--- src/rtl/reg_file.sv ---
// Architectural register file with rename tags: tracks the ROB entry that will produce each register
// and resolves decoder operands to a value or a pending ROB id.
module reg_file #(
   parameter int unsigned ROB_WIDTH = 4,
   parameter int unsigned REG_NUM   = 32
) (
   input  logic                 clk_in,
   input  logic                 rst_in,
   input  logic                 rdy_in,
   input  logic                 clear,

   input  logic                 dec_ready,
   input  logic [4:0]           dec_rd,
   input  logic [ROB_WIDTH-1:0] dec_rob_id,
   input  logic [4:0]           dec_rs1,
   input  logic [4:0]           dec_rs2,
   output logic [31:0]          rs1_val,
   output logic [31:0]          rs2_val,
   output logic                 rs1_dep_valid,
   output logic                 rs2_dep_valid,
   output logic [ROB_WIDTH-1:0] rs1_dep,
   output logic [ROB_WIDTH-1:0] rs2_dep,

   input  logic                 commit_ready,
   input  logic [ROB_WIDTH-1:0] commit_rob_id,
   input  logic [4:0]           commit_reg_id,
   input  logic [31:0]          commit_val,

   output logic [ROB_WIDTH-1:0] search_rob_id_1,
   output logic [ROB_WIDTH-1:0] search_rob_id_2,
   input  logic                 search_ready_1,
   input  logic                 search_ready_2,
   input  logic [31:0]          search_val_1,
   input  logic [31:0]          search_val_2
);

   localparam int unsigned XLEN = 32;

   logic [XLEN-1:0]      regs      [REG_NUM];
   logic [ROB_WIDTH-1:0] tag       [REG_NUM];
   logic [REG_NUM-1:0]   tag_valid;

   logic commit_wr;
   logic issue_wr;

   assign commit_wr = commit_ready && (commit_reg_id != 5'd0);
   assign issue_wr  = dec_ready && (dec_rd != 5'd0) && !clear;

   // Commit writes first, then clear or issue override the tag state of the same register.
   always_ff @(posedge clk_in or negedge rst_in) begin
      if (!rst_in) begin
         tag_valid <= '0;
         for (int i = 0; i < REG_NUM; i++) begin
            regs[i] <= '0;
            tag[i]  <= '0;
         end
      end else if (rdy_in) begin
         if (commit_wr) begin
            regs[commit_reg_id] <= commit_val;
            if (tag_valid[commit_reg_id] && (tag[commit_reg_id] == commit_rob_id))
               tag_valid[commit_reg_id] <= 1'b0;
         end
         if (clear) begin
            tag_valid <= '0;
         end else if (issue_wr) begin
            tag_valid[dec_rd] <= 1'b1;
            tag[dec_rd]       <= dec_rob_id;
         end
      end
   end

   // Operand resolve from pre-update state, forwarding same-cycle commit or ROB write-back.
   always_comb begin
      rs1_val         = '0;
      rs1_dep_valid   = 1'b0;
      rs1_dep         = '0;
      search_rob_id_1 = '0;
      if (dec_rs1 != 5'd0) begin
         search_rob_id_1 = tag[dec_rs1];
         if (!tag_valid[dec_rs1]) begin
            rs1_val = regs[dec_rs1];
         end else if (commit_ready && (commit_reg_id == dec_rs1) && (commit_rob_id == tag[dec_rs1])) begin
            rs1_val = commit_val;
         end else if (search_ready_1) begin
            rs1_val = search_val_1;
         end else begin
            rs1_dep_valid = 1'b1;
            rs1_dep       = tag[dec_rs1];
         end
      end
   end

   always_comb begin
      rs2_val         = '0;
      rs2_dep_valid   = 1'b0;
      rs2_dep         = '0;
      search_rob_id_2 = '0;
      if (dec_rs2 != 5'd0) begin
         search_rob_id_2 = tag[dec_rs2];
         if (!tag_valid[dec_rs2]) begin
            rs2_val = regs[dec_rs2];
         end else if (commit_ready && (commit_reg_id == dec_rs2) && (commit_rob_id == tag[dec_rs2])) begin
            rs2_val = commit_val;
         end else if (search_ready_2) begin
            rs2_val = search_val_2;
         end else begin
            rs2_dep_valid = 1'b1;
            rs2_dep       = tag[dec_rs2];
         end
      end
   end

endmodule

--- config.mk ---
export PLATFORM = sky130hd
export DESIGN_NAME = reg_file
export DESIGN_NICKNAME = d
export VERILOG_FILES = /design/src/rtl/reg_file.sv
export SDC_FILE = /design/constraint.sdc
export NUM_CORES = 2
export LEC_CHECK = 0
export CAP_MARGIN = 20
export CELL_PAD_IN_SITES_DETAIL_PLACEMENT = 0
export CELL_PAD_IN_SITES_GLOBAL_PLACEMENT = 2
export CORE_MARGIN = 2
export CORE_UTILIZATION = 46
export DETAILED_ROUTE_END_ITERATION = 16
export PLACE_DENSITY = 0.9
export SKIP_CTS_REPAIR_TIMING = 1
export SLEW_MARGIN = 10
export SYNTH_ARGS = -nofsm -noshare
export SYNTH_HDL_FRONTEND = slang
export SYNTH_SLANG_ARGS = --single-unit
export TNS_END_PERCENT = 10
--- constraint.sdc ---
create_clock -name clk_in -period 6.1 [get_ports clk_in]
set_clock_uncertainty 0.05 [all_clocks]
set_input_delay 1.525 -clock clk_in [delete_from_list [all_inputs] [get_ports clk_in]]
set_output_delay 1.525 -clock clk_in [all_outputs]
set_load 0.1 [all_outputs]
After elaboration in Yosys (flattened, before gate mapping)
Cells that the tools add are included.
Storage, ports and cells
  register bits after elaboration: 1184
  input port bits: 132
  logic and storage cells: 171
  output and inout port bits: 82
Operators by class
  mux-type cells: 62
  bitwise gates (word level): 8
  reductions and logical operators: 19
  equal/unequal tests: 5
  order comparisons: 12
Operator list (count)
  $bwmux 1024: 1
  $mux 32: 18
  $bmux 32 s5: 2
  $demux 32 s5: 1
  $bwmux 128: 1
  $mux 4: 17
  $bmux 4 s5: 3
  $and 32x32->32: 1
  $not 32->32: 1
  $or 32x32->32: 1
  $ge 6x6->1 const B: 4
  $lt 5x6->1 const B: 4
  $not 5->6: 4
  $demux 4 s5: 1
  $reduce_bool 5->1: 4
  $bmux 1 s5: 3
  $mux 1: 13
  $eq 4x4->1: 3
  $logic_and 1x1->1: 12
  $lt 6x1->1 const B: 2
  $demux 1 s5: 2
  $eq 5x5->1: 2
  $ge 5x1->1 const B: 2
  $reduce_and 3->1: 1
  other kinds (3): 3

Logic depth before layout (Yosys ltp)
  depth in word-level cells: 12
  mapped depth: 13
  mapped depth without buffers: 7

Worst setup path before layout
OpenSTA, ideal clock, no wires.
  kind: input to output
  start point: in dec_rs1[1]
  end point: out rs1_dep[2]
  slack: -881 ps
  cell stages on the path: 10
  data required time: 4525 ps
  buffers on the path: 4
  arrival: 5406 ps
  cells stage by stage: buf_4 -> buf_6 -> buf_6 -> buf_4 -> mux4_2 -> o21ai_1 -> and4_4 -> mux2i_4 -> nor3_1 -> nor3b_1
On the way
  cells in the longest elaborated chain, start to end: 9
  elaborated cells on any way between the ends: 15
  classes of those cells: eq/ne (2); mux (9); bitwise (1); reduce/logical (3)
Ends and longest elaborated chain
  start: declaration: RTL line 15  | input logic [4:0] dec_rs1,
  $not 5->6 (implied by the code): RTL line 82, 88
  $bmux 4 s5: RTL line 82, 88
  $mux 4 (implied by the code) (2 in a row): RTL line 82, 88
  $eq 4x4->1: RTL line 82  | end else if (commit_ready && (commit_reg_id == dec_rs1) && (commit_rob_id == tag[dec_rs1])) begin
  $logic_and 1x1->1: RTL line 82
  $mux 4: RTL line 82
  $mux 4: RTL line 80  | if (!tag_valid[dec_rs1]) begin
  $mux 4 *: RTL line 78  | if (dec_rs1 != 5'd0) begin
  end: declaration: RTL line 21  | output logic [ROB_WIDTH-1:0] rs1_dep,
Mark *: on every way between the ends. The rest lies on a longest branch, timed or not. The select of a mux whose other input is x is not followed.

Final worst setup path
  start point: in dec_rs1[1]
  end point: out rs1_val[11]
On the way
  cells in the longest elaborated chain, start to end: 9
  elaborated cells on any way between the ends: 17
  classes of those cells: eq/ne (2); mux (11); bitwise (1); reduce/logical (3)
Ends and longest elaborated chain
  $not 5->6 (implied by the code): RTL line 81, 82
  $bmux 4 s5: RTL line 82
  $mux 4 (implied by the code) (2 in a row): RTL line 82
  $eq 4x4->1: RTL line 82
  $logic_and 1x1->1: RTL line 82
  $mux 32: RTL line 82
  $mux 32: RTL line 80
  $mux 32 *: RTL line 78
  end: declaration: RTL line 17  | output logic [31:0] rs1_val,
Marked as above.

==> metrics.md <==
| Metric | Value |
|---|---|
| CTS Sinks | `between 1000 and 1500` |
| Worst skew pair latency | `0.77 ns` |
| Leak Pwr | `0.0338 uW` |
| Largest net degree at the start of global routing | `129` |
| Drt pass-1 iters | `5` |
| Simple-gate share of the synthesized area | `0.0313` |
| Routability Congestion | `0.893` |
| Layout cells sized above 1 | `0.553` |
| Die area | `149000 um^2` |
| Max Slew Vio Count | `0` |
| Via count of the routed design | `44800` |
| Arrival time of the worst setup path | `roughly 4.5 ns` |
| Count of flip-flops with a built-in enable after synthesis | `0` |
| Most common library cells after synthesis | `dfrtp_1 (1184), mux2_2 (1114), mux4_2 (754)` |
| Metal2 WL | `101 mm` |
| Fin crit period | `slightly above 6 ns` |
| Most frequent cell after synthesis | `dfrtp_1` |
| Die W | `385 um` |
| Row cnt | `approximately 140` |
| CP max stage cell | `mux4_2` |
| Synth top area share | `0.443` |
| Area leader, netlist | `dfrtp_1` |
| Worst hold path class | `flop to flop` |
| Hpwl dp | `139 mm` |
| Mapped Cells | `4397` |
| Total grt overflow | `0` |
| Syn Std Cell Area | `between 60000 and 70000 um^2` |
| TritonCTS clock tree | `built` |
| Bufs on Longest Clock Path | `3` |
| Non-filler cells, final | `6568` |
| Critical Path End Type | `primary output` |
| Top Metal Used | `met5` |
| Final Setup Violations | `0` |
| GRT Total Usage | `0.301` |
| RSZ-0062 raised after global routing | `yes` |
| Clock-pin slew on the worst setup and hold paths | `0.05 ns` |
| IO buf count | `213` |
| TritonCTS Buffers | `134` |
| Sequential fraction of the synthesis area | `0.443` |
| Synth area leaders | `dfrtp_1 (44%), mux4_2 (25%), mux2_2 (19%), clkbuf_1 (1.7%), mux2_1 (1.0%)` |
| NumNets Final | `4700` |
| Fraction of the mapped netlist area in compound gates | `0.0303` |
| Core box area | `around 140000 um^2` |
| Routed WL | `222 mm` |
| CP Class | `primary input to primary output` |
| Outcome | `completed` |
| Final worst setup slack | `0.0514 ns` |
| Root Driver | `clkbuf_16` |
| DR WL/cell | `between 30 and 40 um` |
| Relative slew slack | `0.236` |
| FF-to-FF setup slack | `3.04 ns` |
| Final Hold Fails | `0` |
| Dominant synthesized flop cell | `dfrtp_1` |
| Initial core utilization | `0.465` |
| CP Max Fanout | `11` |
| Avg Cell Area, Syn | `15.2 um^2` |
| Post-synthesis mux area share | `0.457` |
| Routed wl met3 | `23.7 mm` |
| FF+latch count, synth | `1184` |
| Initial antenna violation count | `3` |
| Worst Path Required | `4.53 ns` |
| Syn_nets | `4529` |
| DP Cell Count | `around 6300` |
| Achievable clock frequency | `0.165 GHz` |
| Routed metal-1 wire length | `between 80 and 90 mm` |
| Post-Synth Adder-Cell Area | `0` |
| ANT cells | `0` |
| Startpoint Class | `primary input` |
| Yosys synthesis warning count | `0` |
| # DRC | `0` |
| Largest family of logic cells by synthesized area | `multiplexers` |
| Number of DRC markers in iteration 0 | `5066` |
| Worst VDD drop | `0.280 mV` |
| Die Y | `a little under 400 um` |
| Pre-CTS setup slack | `-0.361 ns` |
| Ys async rst share | `1.00` |
| Drt via density | `6.83` |
| Max Cap Viol | `0` |
| Vias in the first global route | `between 40000 and 50000` |
| Largest stage delay, worst path | `0.49 ns` |
| Num ports | `214` |
| P&R area growth vs syn | `17.0%` |
| Synth Area in XOR/XNOR | `0.00290` |
| Tcrit/Tclk final | `0.992` |
| Yosys cell types | `57` |
| Slew @ Worst Pin | `1.15 ns` |
| CTS H-tree depth | `4` |
| Crit path cell chain | `buf_8, buf_6, mux4_2, a22oi_1, nand4_1, buf_6, xor2_4, buf_12, o311ai_1, buf_4, a31oi_1, buf_4, buf_12` |
| Number of antenna-violating nets in the routed design | `0` |
| Global-route wire length before repair | `approximately 320 mm` |
| P per Cell Area | `around 310 nW/um^2` |
path summary, 6_finish.rpt:
kind,startpoint,to,depth (start not counted)
worst min register to register,regs[1013]$_DFFE_PN0P_,regs[1013]$_DFFE_PN0P_,0
min in group asynchronous,rst_in,regs[897]$_DFFE_PN0P_,1
worst min-delay path,regs[1013]$_DFFE_PN0P_,regs[1013]$_DFFE_PN0P_,0
worst max register to register,tag[98]$_DFFE_PN0P_,tag_valid[3]$_DFFE_PN0P_,8
worst max-delay path,dec_rs1[1],rs1_val[11],13
max in group asynchronous,rst_in,regs[599]$_DFFE_PN0P_,2
area by class of cell:
type / instances / area, um^2
inverter: 6 / 22.5
tap: 1903 / 2380
clock buffer: 189 / 3830
timing repair buffer: 554 / 6610
clock inverter: 44 / 548
sequential: 1184 / 29600
multi-input combinational: 2688 / 35300
fill: 11500 / 65700
metrics by stage:
stage / power (uW) / TNS [ns] / utilization / hold WS (ns) / instance area, um^2
final: 23900 / 0 / 0.544 / 0.343 / 78300
after global routing: 24700 / -0.0183 / 0.544 / 0.356 / 78300
after CTS: 23900 / -2.59 / 0.542 / 0.346 / 78000
after detailed placement: 15800 / -2.20 / 0.511 / 0.334 / 73600
after global placement: 15600 / -1.95 / 0.511 / 0.326 / 73600
after floorplan: 13400 / -42.49 / - / 0.391 / 66900
cells by family after synthesis:
logic type	count (synthesis)
compound gates	311
simple gates	398
buf+inv	525
mux	1959
xor+xnor	20
flops	1184
power breakdown:
| part | switching (uW) | internal, uW |
|---|---|---|
| Clock | 3370 | 4810 |
| Combinational | 3100 | 3040 |
| Sequential | 747 | 8830 |
| Total | 7220 | 16700 |
sequential cells by signal, summed over array words and instances (netlist names):
| register | flops |
|---|---|
| tag_valid | 32 |
| tag | 128 |
| regs | 1024 |
critical path, delay by kind of cell:
| family | cells | cell delay (ns) |
|---|---|---|
| buffers and inverters | 7 | 1.33 |
| AOI/OAI and AO/OA | 3 | 0.65 |
| muxes | 1 | 0.49 |
| and+or+nand+nor | 1 | 0.27 |
| xor gates and xnor gates | 1 | 0.17 |
metal layers:
metal,vias to the layer above,track usage
met5,-,0
met4,8,0.124
met3,548,0.0879
met2,2432,0.454
met1,24100,0.410
li1,17700,-
layout by cell type, fill, tap and decap left out, types with 7 or more instances in the layout:
cell type,synthesis,layout
and3b_1,10,10
nor3b_1,13,10
bufinv_16,0,10
clkbuf_16,0,139
a21oi_1,20,20
clkinv_2,0,20
nor3_1,13,11
o21ai_1,94,94
nand3_1,35,34
a221oi_1,8,7
clkbuf_8,0,19
o21ai_0,15,15
buf_6,26,12
mux2_1,60,60
clkdlybuf4s50_1,0,115
nor2_1,69,55
mux2i_1,25,23
buf_12,1,157
o311ai_0,58,46
nand2_1,97,87
xor2_1,12,9
mux2_2,1114,1112
o311ai_1,6,18
nor2b_1,38,33
nand2b_1,7,7
a22oi_1,27,27
buf_4,25,254
clkbuf_1,296,32
a31oi_1,71,68
nand4_1,78,78
nand2_4,0,9
mux4_2,754,754
dfrtp_1,1184,1184
nor2_4,0,14
Note: power is estimated with default switching activity, not from simulation.
